<file path="config.mk">
export PLATFORM = sky130hd
export DESIGN_NAME = mutex_monitor_flat
export DESIGN_NICKNAME = d
export VERILOG_FILES = /design/src/rtl/mutex_monitor_if.sv /design/src/rtl/mutex_monitor.sv /design/src/flat_wrapper.sv
export SDC_FILE = /design/constraint.sdc
export NUM_CORES = 1
export LEC_CHECK = 0
export BUFFER_PORTS_ARGS = -buffer_cell sky130_fd_sc_hd__buf_2
export CAP_MARGIN = 20
export CORE_AREA = 5 5 47 49
export CTS_CLUSTER_DIAMETER = 50
export DETAILED_ROUTE_END_ITERATION = 8
export DIE_AREA = 0 0 52 54
export PLACE_DENSITY_LB_ADDON = 0.15
export SYNTH_ARGS = -nofsm -noshare
export SYNTH_HDL_FRONTEND = slang
export SYNTH_SLANG_ARGS = --single-unit
</file>
<file path="constraint.sdc">
create_clock -name clk -period 2 [get_ports clk]
set_input_delay 0.4 -clock clk [delete_from_list [all_inputs] [get_ports clk]]
set_output_delay 0.4 -clock clk [all_outputs]
set_load 0.01 [all_outputs]
</file>
<file path="src/rtl/mutex_monitor_if.sv">
// Monitor bundle for mutex_monitor: observed lines in,
// debounced violation status out.
interface mutex_monitor_if #(
  parameter int N     = 2,
  parameter int CNT_W = 8
);
  logic             en;
  logic             clr;
  logic [N-1:0]     sig;
  logic             err_pulse;
  logic             err_sticky;
  logic [CNT_W-1:0] err_count;
  logic [N-1:0]     first_vec;
  logic             first_valid;
  logic             in_violation;

  modport master (
    output en, clr, sig,
    input  err_pulse, err_sticky, err_count,
    input  first_vec, first_valid, in_violation
  );

  modport slave (
    input  en, clr, sig,
    output err_pulse, err_sticky, err_count,
    output first_vec, first_valid, in_violation
  );
endinterface

</file>
<file path="src/rtl/mutex_monitor.sv">
// Mutual-exclusion checker: flags multi-hot (or, in onehot mode,
// all-zero) samples, debounced into counted episodes.
module mutex_monitor #(
  parameter int N        = 2,
  parameter int CNT_W    = 8,
  parameter int MODE     = 0,
  parameter int DEBOUNCE = 1
) (
  input  logic            clk,
  input  logic            rst_n,
  mutex_monitor_if.slave  mon
);

  localparam int PW = $clog2(N + 1);
  localparam int RW = $clog2(DEBOUNCE + 1);
  localparam logic [RW-1:0] RUN_LAST = RW'(DEBOUNCE - 1);

  localparam logic [1:0] IDLE    = 2'd0;
  localparam logic [1:0] MONITOR = 2'd1;
  localparam logic [1:0] PENDING = 2'd2;
  localparam logic [1:0] FLAGGED = 2'd3;

  logic [1:0]       state_q, state_d;
  logic [RW-1:0]    run_q, run_d;
  logic             err_pulse_q, err_pulse_d;
  logic             err_sticky_q, err_sticky_d;
  logic [CNT_W-1:0] err_count_q, err_count_d;
  logic [N-1:0]     first_vec_q, first_vec_d;
  logic             first_valid_q, first_valid_d;
  logic             in_violation_q, in_violation_d;
  logic [PW-1:0]    pop;
  logic             v;
  logic             decl;

  // Violation decode: population count of the sampled lines
  always_comb begin
    pop = '0;
    for (int i = 0; i < N; i++) begin
      pop = pop + PW'(mon.sig[i]);
    end
    v = (pop > PW'(1)) ||
        ((MODE == 1) && (pop == '0));
  end

  // Debounce FSM; an idle monitor evaluates the enabling sample
  always_comb begin
    state_d = state_q;
    run_d   = run_q;
    decl    = 1'b0;
    if (!mon.en) begin
      state_d = IDLE;
      run_d   = '0;
    end else begin
      unique case (1'b1)
        (state_q == IDLE),
        (state_q == MONITOR): begin
          if (!v) begin
            state_d = MONITOR;
          end else if (DEBOUNCE == 1) begin
            state_d = FLAGGED;
            decl    = 1'b1;
          end else begin
            state_d = PENDING;
            run_d   = RW'(1);
          end
        end
        (state_q == PENDING): begin
          if (!v) begin
            state_d = MONITOR;
            run_d   = '0;
          end else if (run_q == RUN_LAST) begin
            state_d = FLAGGED;
            run_d   = '0;
            decl    = 1'b1;
          end else begin
            run_d = run_q + RW'(1);
          end
        end
        (state_q == FLAGGED): begin
          if (!v) state_d = MONITOR;
        end
        default: ;
      endcase
    end
  end

  // Status update: clear first, then a same-edge declaration
  always_comb begin
    err_pulse_d    = decl;
    err_sticky_d   = err_sticky_q;
    err_count_d    = err_count_q;
    first_vec_d    = first_vec_q;
    first_valid_d  = first_valid_q;
    in_violation_d = (state_d == PENDING) ||
                     (state_d == FLAGGED);
    if (mon.en && mon.clr) begin
      err_sticky_d  = 1'b0;
      err_count_d   = '0;
      first_vec_d   = '0;
      first_valid_d = 1'b0;
    end
    if (decl) begin
      err_sticky_d = 1'b1;
      if (err_count_d != '1) begin
        err_count_d = err_count_d + CNT_W'(1);
      end
      if (!first_valid_d) begin
        first_vec_d   = mon.sig;
        first_valid_d = 1'b1;
      end
    end
  end

  // State and status registers, synchronous active-low reset
  always_ff @(posedge clk) begin
    if (!rst_n) begin
      state_q        <= IDLE;
      run_q          <= '0;
      err_pulse_q    <= 1'b0;
      err_sticky_q   <= 1'b0;
      err_count_q    <= '0;
      first_vec_q    <= '0;
      first_valid_q  <= 1'b0;
      in_violation_q <= 1'b0;
    end else begin
      state_q        <= state_d;
      run_q          <= run_d;
      err_pulse_q    <= err_pulse_d;
      err_sticky_q   <= err_sticky_d;
      err_count_q    <= err_count_d;
      first_vec_q    <= first_vec_d;
      first_valid_q  <= first_valid_d;
      in_violation_q <= in_violation_d;
    end
  end

  assign mon.err_pulse    = err_pulse_q;
  assign mon.err_sticky   = err_sticky_q;
  assign mon.err_count    = err_count_q;
  assign mon.first_vec    = first_vec_q;
  assign mon.first_valid  = first_valid_q;
  assign mon.in_violation = in_violation_q;

endmodule
</file>
<file path="src/flat_wrapper.sv">
// flat-port wrapper written by rule: the top's interface ports become plain ports
module mutex_monitor_flat 
#(
  parameter int N        = 2,
  parameter int CNT_W    = 8,
  parameter int MODE     = 0,
  parameter int DEBOUNCE = 1
)
  (clk, rst_n, mon_en, mon_clr, mon_sig, mon_err_pulse, mon_err_sticky, mon_err_count, mon_first_vec, mon_first_valid, mon_in_violation);
  mutex_monitor_if #(.N(N), .CNT_W(CNT_W)) mon_i ();
  input  logic clk;
  input  logic rst_n;
  input wire logic [$bits(mon_i.en)-1:0] mon_en;
  input wire logic [$bits(mon_i.clr)-1:0] mon_clr;
  input wire logic [$bits(mon_i.sig)-1:0] mon_sig;
  output wire logic [$bits(mon_i.err_pulse)-1:0] mon_err_pulse;
  output wire logic [$bits(mon_i.err_sticky)-1:0] mon_err_sticky;
  output wire logic [$bits(mon_i.err_count)-1:0] mon_err_count;
  output wire logic [$bits(mon_i.first_vec)-1:0] mon_first_vec;
  output wire logic [$bits(mon_i.first_valid)-1:0] mon_first_valid;
  output wire logic [$bits(mon_i.in_violation)-1:0] mon_in_violation;
  assign mon_i.en = mon_en;
  assign mon_i.clr = mon_clr;
  assign mon_i.sig = mon_sig;
  assign mon_err_pulse = mon_i.err_pulse;
  assign mon_err_sticky = mon_i.err_sticky;
  assign mon_err_count = mon_i.err_count;
  assign mon_first_vec = mon_i.first_vec;
  assign mon_first_valid = mon_i.first_valid;
  assign mon_in_violation = mon_i.in_violation;
  mutex_monitor #(.N(N), .CNT_W(CNT_W), .MODE(MODE), .DEBOUNCE(DEBOUNCE)) u_core (.clk(clk), .rst_n(rst_n), .mon(mon_i));
endmodule
</file>
Word level (Yosys, flattened, before mapping)
Index checks and enable logic that the tools add are counted.
{ "word_totals": {"ff_bits": 17, "latch_bits": 0, "mem_bits_rw": 0, "mem_bits_ro": 0, "input_bits": 6, "output_inout_bits": 14, "wordCells": 47, "memories": 0} }
{ "op_classes": {"add_sub_neg": 3, "multipliers": 0, "n_div": 0, "order_cmp": 1, "n_eq_ne": 6, "shift": 0, "muxes": 23, "bitwise": 0, "reduce_logical": 6} }
{ "op_table": {"columns": ["operator", "n"], "rows": [
  ["8-bit two-way mux", 3],
  ["2-bit two-way mux", 8],
  ["1-bit two-way mux", 10],
  ["8-bit by 1-bit adder with 8-bit output, second input constant", 1],
  ["2-bit equality test, second input constant", 4],
  ["8-bit != test, second input constant", 1],
  ["2-bit one-hot mux with 3 select lines", 1],
  ["1-bit by 1-bit adder with 2-bit output", 1],
  ["2-bit by 1-bit equality test with 1-bit output, second input constant", 1],
  ["2-bit by 1-bit greater-than comparator with 1-bit output, second input constant", 1],
  ["2-bit zero test", 1],
  ["1-bit one-hot mux with 2 select lines", 1],
  ["2-bit AND reduction", 1],
  ["2-bit nonzero test", 1],
  ["2-bit OR reduction", 1],
  ["1-bit adder, second input constant", 1],
  ["1-bit logical AND", 1],
  ["1-bit logical OR", 1]
]} }

Depth between registers and ports, before layout
{ "depth": {"depth_word": 7, "mapped_depth": 8} }

Least setup slack after synthesis
No wires, ideal clock.
{ "synth_path": {"path_kind": "input port to flip-flop", "start": "input port mon_clr", "end": "register u_core.err_count_q[4], in the netlist u_core.mon.err_count[4]", "arrival_time_ns": 1.982, "required_ns": 1.930, "setup_slack_ns": -0.051, "path_stages": 8, "cell_sequence": "nand2_1 > buf_2 > and2_1 > ha_1 > and3_4 > and3_4 > or4_1 > a21oi_1"} }
{ "synth_via": {"elab_chain_len": 5, "elab_cells_between_ends": 6, "classes_between": "add/sub (1); eq/ne (1); mux (3); reduce/logical (1)"} }
{ "synth_rtl": {"columns": ["item", "line", "source"], "rows": [
  ["start, declared", "flat_wrapper.sv:14", "input wire logic [$bits(mon_i.clr)-1:0] mon_clr;"],
  ["1-bit logical AND *", "mutex_monitor.sv:96", "if (mon.en && mon.clr) begin"],
  ["8-bit two-way mux *", "mutex_monitor.sv:96", null],
  ["8-bit by 1-bit adder with 8-bit output / 8-bit != test (equally long branches)", "mutex_monitor.sv:105, mutex_monitor.sv:104", null],
  ["8-bit two-way mux", "mutex_monitor.sv:104", "if (err_count_d != '1) begin"],
  ["8-bit two-way mux *", "mutex_monitor.sv:102", "if (decl) begin"],
  ["end signal, assigned", "mutex_monitor.sv:130", "err_count_q <= err_count_d;"],
  ["end, declared", "mutex_monitor.sv:27", "logic [CNT_W-1:0] err_count_q, err_count_d;"]
]} }
Mark *: on every way between the ends. The rest lies on a longest branch, timed or not.
A chain may end at the register's enable or synchronous reset.

Final worst setup path
{ "layout_path": {"start": "register u_core.err_count_q[0], in the netlist u_core.mon.err_count[0]", "end": "register u_core.err_count_q[4], in the netlist u_core.mon.err_count[4]"} }
{ "layout_via": {"elab_chain_len": 4, "elab_cells_between_ends": 5, "classes_between": "add/sub (1); eq/ne (1); mux (3)"} }
{ "layout_rtl": {"columns": ["item", "line"], "rows": [
  ["8-bit two-way mux *", "mutex_monitor.sv:96"],
  ["8-bit by 1-bit adder with 8-bit output / 8-bit != test (equally long branches)", "mutex_monitor.sv:105, mutex_monitor.sv:104"],
  ["8-bit two-way mux *", "mutex_monitor.sv:104"],
  ["8-bit two-way mux *", "mutex_monitor.sv:102"]
]} }
Marks and branches as above.

==> results.py <==
metrics = {
    "sta": {
        "finalSetupViolCount": 0,
        "setup_tns_ns": 0,
        "tightest_slew_ns": 0.3472,
        "hold_viol_final": 0,
        "fmax_mhz": 558.6,
        "rsz0062_at_grt": "no",
        "holdWs_ns": 0.4294,
        "slew_viol_final": 0,
        "finalCriticalPeriod_ns": 1.790,
        "finalClockSkew_ns": 0.005734,
        "period_share_pct": 89.51,
        "slew-limit-headroom_pct": 76.64,
    },
    "synth": {
        "netlist_instances": 81,
        "syn_avg_cell_area_sq_um": 8.928,
        "ys.flop_type": "dfxtp_1",
        "syn_area_sq_um": 723.2,
        "yosys_warnings": 0,
        "synth.area.top_cells": "dfxtp_1 44%, and2_1 6.1%, nand2_1 5.7%",
        "synth_most_common_cell": "dfxtp_1",
        "yosys.area.top_type_share_pct": 44.29,
        "ys_ff_latch": 16,
        "synth.distinct_cells": 31,
        "synth.top_cells.by_count": "16 x dfxtp_1, 11 x nand2_1, 7 x and2_1",
        "async_flop_share_pct": 0,
        "synth_edf_count": 0,
        "yosys.area.top_type": "dfxtp_1",
        "synth-seq-area-share_pct": 44.29,
        "syn_nets": 88,
    },
    "clock_tree": {
        "postCtsHoldBufs": 0,
        "clockRootBuffer": "clkbuf_4",
        "h-tree-depth": 1,
        "cts_resized": 0,
        "tritoncts": "done",
        "clockBufferDepth": 2,
        "clk_latency_ns": 0.28,
        "clock_sinks": 16,
        "clkSlewWorstSetupHoldPaths_ns": 0.09,
        "cts_made_buffers": 3,
        "cts_setup_buffers": 0,
    },
    "routing": {
        "drc": 0,
        "vias": 695,
        "ant_nets": 0,
        "wl_per_cell_um": 12.20,
        "firstDrtPassIters": 4,
        "via_per_inst": 5.036,
        "wirelength_um": 1684,
        "drtIter0Drc": 11,
    },
    "worst_setup_path": {
        "cp.arrival_ns": 2.01,
        "crit_path_start_kind": "flop",
        "end_kind": "flop",
        "reg2reg_slack_ns": 0.21,
        "crit_fanout": 6,
        "critPathRequiredTime_ns": 2.21,
        "critPathKind": "reg -> reg",
    },
    "placement": {
        "post-dp-hpwl_um": 1268,
        "portBuffers": 19,
        "gp_congestion": 0.8026,
    },
    "global_route": {
        "grt_max_degree": 14,
        "grtUsageTotal_pct": 13.87,
        "overflow": 0,
        "antenna_found_initial": 0,
        "grt_pass1_vias": 656,
        "grt_pass1_wl_um": 2898,
    },
    "layout": {
        "fill_cells": 185,
        "drive_gt1_share_pct": 35.14,
        "antennaDiodeCount": 0,
        "area_growth_pct": 31.31,
        "nets": 119,
    },
    "floorplan": {
        "die_y_um": 54,
        "die_x_um": 52,
        "die-area_sq_um": 2808,
        "start_util_pct": 39.70,
        "std_cell_rows": 16,
        "core_area_sq_um": 1822,
        "pin_count": 20,
    },
    "power": {
        "pwr_density_cell_nw_per_um2": 619.1,
        "p_leak_uw": 0.0004340,
        "ir_drop_v": 0.0003936,
    },
    "flow_run": {
        "maxCapViolations": 0,
    },
    "run_status": {
        "outcome": "completed",
    },
    "worst_hold_path": {
        "hp-class": "in -> reg",
    },
}
per-layer routing:
layer / track usage [%] / part of all wire, %
met1: 16.83 / 44
met2: 23.85 / 49
met3: 2.493 / 5.3
met4: 6.114 / 1.1
met5: 0 / 0
cell usage in the layout (no fill, tap or decap), drive strengths merged:
| master | count |
|---|---|
| nor3 | 1 |
| clkbuf | 4 |
| a211oi | 1 |
| nor2 | 1 |
| buf | 28 |
| and3 | 3 |
| dfxtp | 16 |
| o31ai | 1 |
| a31o | 1 |
| nand3 | 6 |
| o21ai | 2 |
| nand2b | 1 |
| or4 | 1 |
| nand2 | 11 |
| o21a | 2 |
| nor4 | 3 |
| a21boi | 3 |
| and4 | 3 |
| and2 | 9 |
| inv | 2 |
| a21oi | 4 |
| a21o | 2 |
| or3 | 1 |
| mux2i | 2 |
| ha | 1 |
| nand4 | 2 |
area by class of cell:
type                    instances  area (sq um)  area share [%]
clock buffers                   4         36.28           3.821
inverters                       2         7.507          0.7905
multi-input cells              61         389.1           40.97
flip-flops and latches         16         320.3           33.73
well taps                      27         33.78           3.557
repair buffers                 28         162.7           17.13
through the flow:
stage / power, uW / utilization (%) / instances / setup slack [ns] / instance area (sq um)
3_5_place_dp: 384.1 / 50.14 / 134 / -0.02026 / 913.4
2_1_floorplan: 362.9 / - / 81 / 0.005833 / 732.0
5_1_grt: 623.6 / 52.13 / 138 / 0.06345 / 949.7
6_report: 587.9 / 52.13 / 138 / 0.2098 / 949.7
4_1_cts: 602.1 / 52.13 / 138 / 0.2034 / 949.7
3_3_place_gp: 383.1 / 50.14 / 134 / 0.04134 / 913.4
report_power, final:
part / internal [uW] / switching (uW) / total (uW)
Combinational: 21.3 / 24.7 / 46.0
Sequential: 326 / 3.85 / 330
Clock: 111 / 102 / 212
worst paths after layout:
check,cells after the start,end,startpoint
worst min register to register,1,u_core.mon.first_valid$_SDFF_PN0_,u_core.mon.first_valid$_SDFF_PN0_
worst max-delay path,6,u_core.mon.err_count[4]$_SDFF_PN0_,u_core.mon.err_count[0]$_SDFF_PN0_
worst min-delay path,3,u_core.state_q[0]$_SDFF_PN0_,mon_en
worst max register to register,6,u_core.mon.err_count[4]$_SDFF_PN0_,u_core.mon.err_count[0]$_SDFF_PN0_
state kept, by name (all words and copies together) (netlist names):
signal                   flops
u_core.mon.err_sticky        1
u_core.mon.first_vec         2
u_core.state_q               2
u_core.mon.err_count         8
u_core.mon.err_pulse         1
u_core.mon.first_valid       1
u_core.mon.in_violation      1
worst max-delay path, cell delays in order (launching register included):
cell,delay (ns)
dfxtp_1,0.37
and2_1,0.17
ha_2,0.19
and3_4,0.17
and3_4,0.19
or4_1,0.51
a21oi_1,0.13
logic make-up (layout without fill, tap and decap cells):
kind of cell / after synthesis / after routing / synth area share, %
AOI/OAI and AO/OA: 16 / 16 / 14.71
adders and majority gates: 1 / 1 / 1.730
buffers and inverters: 4 / 34 / 2.248
DFF: 16 / 16 / 44.29
muxes: 2 / 2 / 2.768
and+or+nand+nor: 42 / 42 / 34.26
No activity file was read; power rests on OpenSTA's default activity.
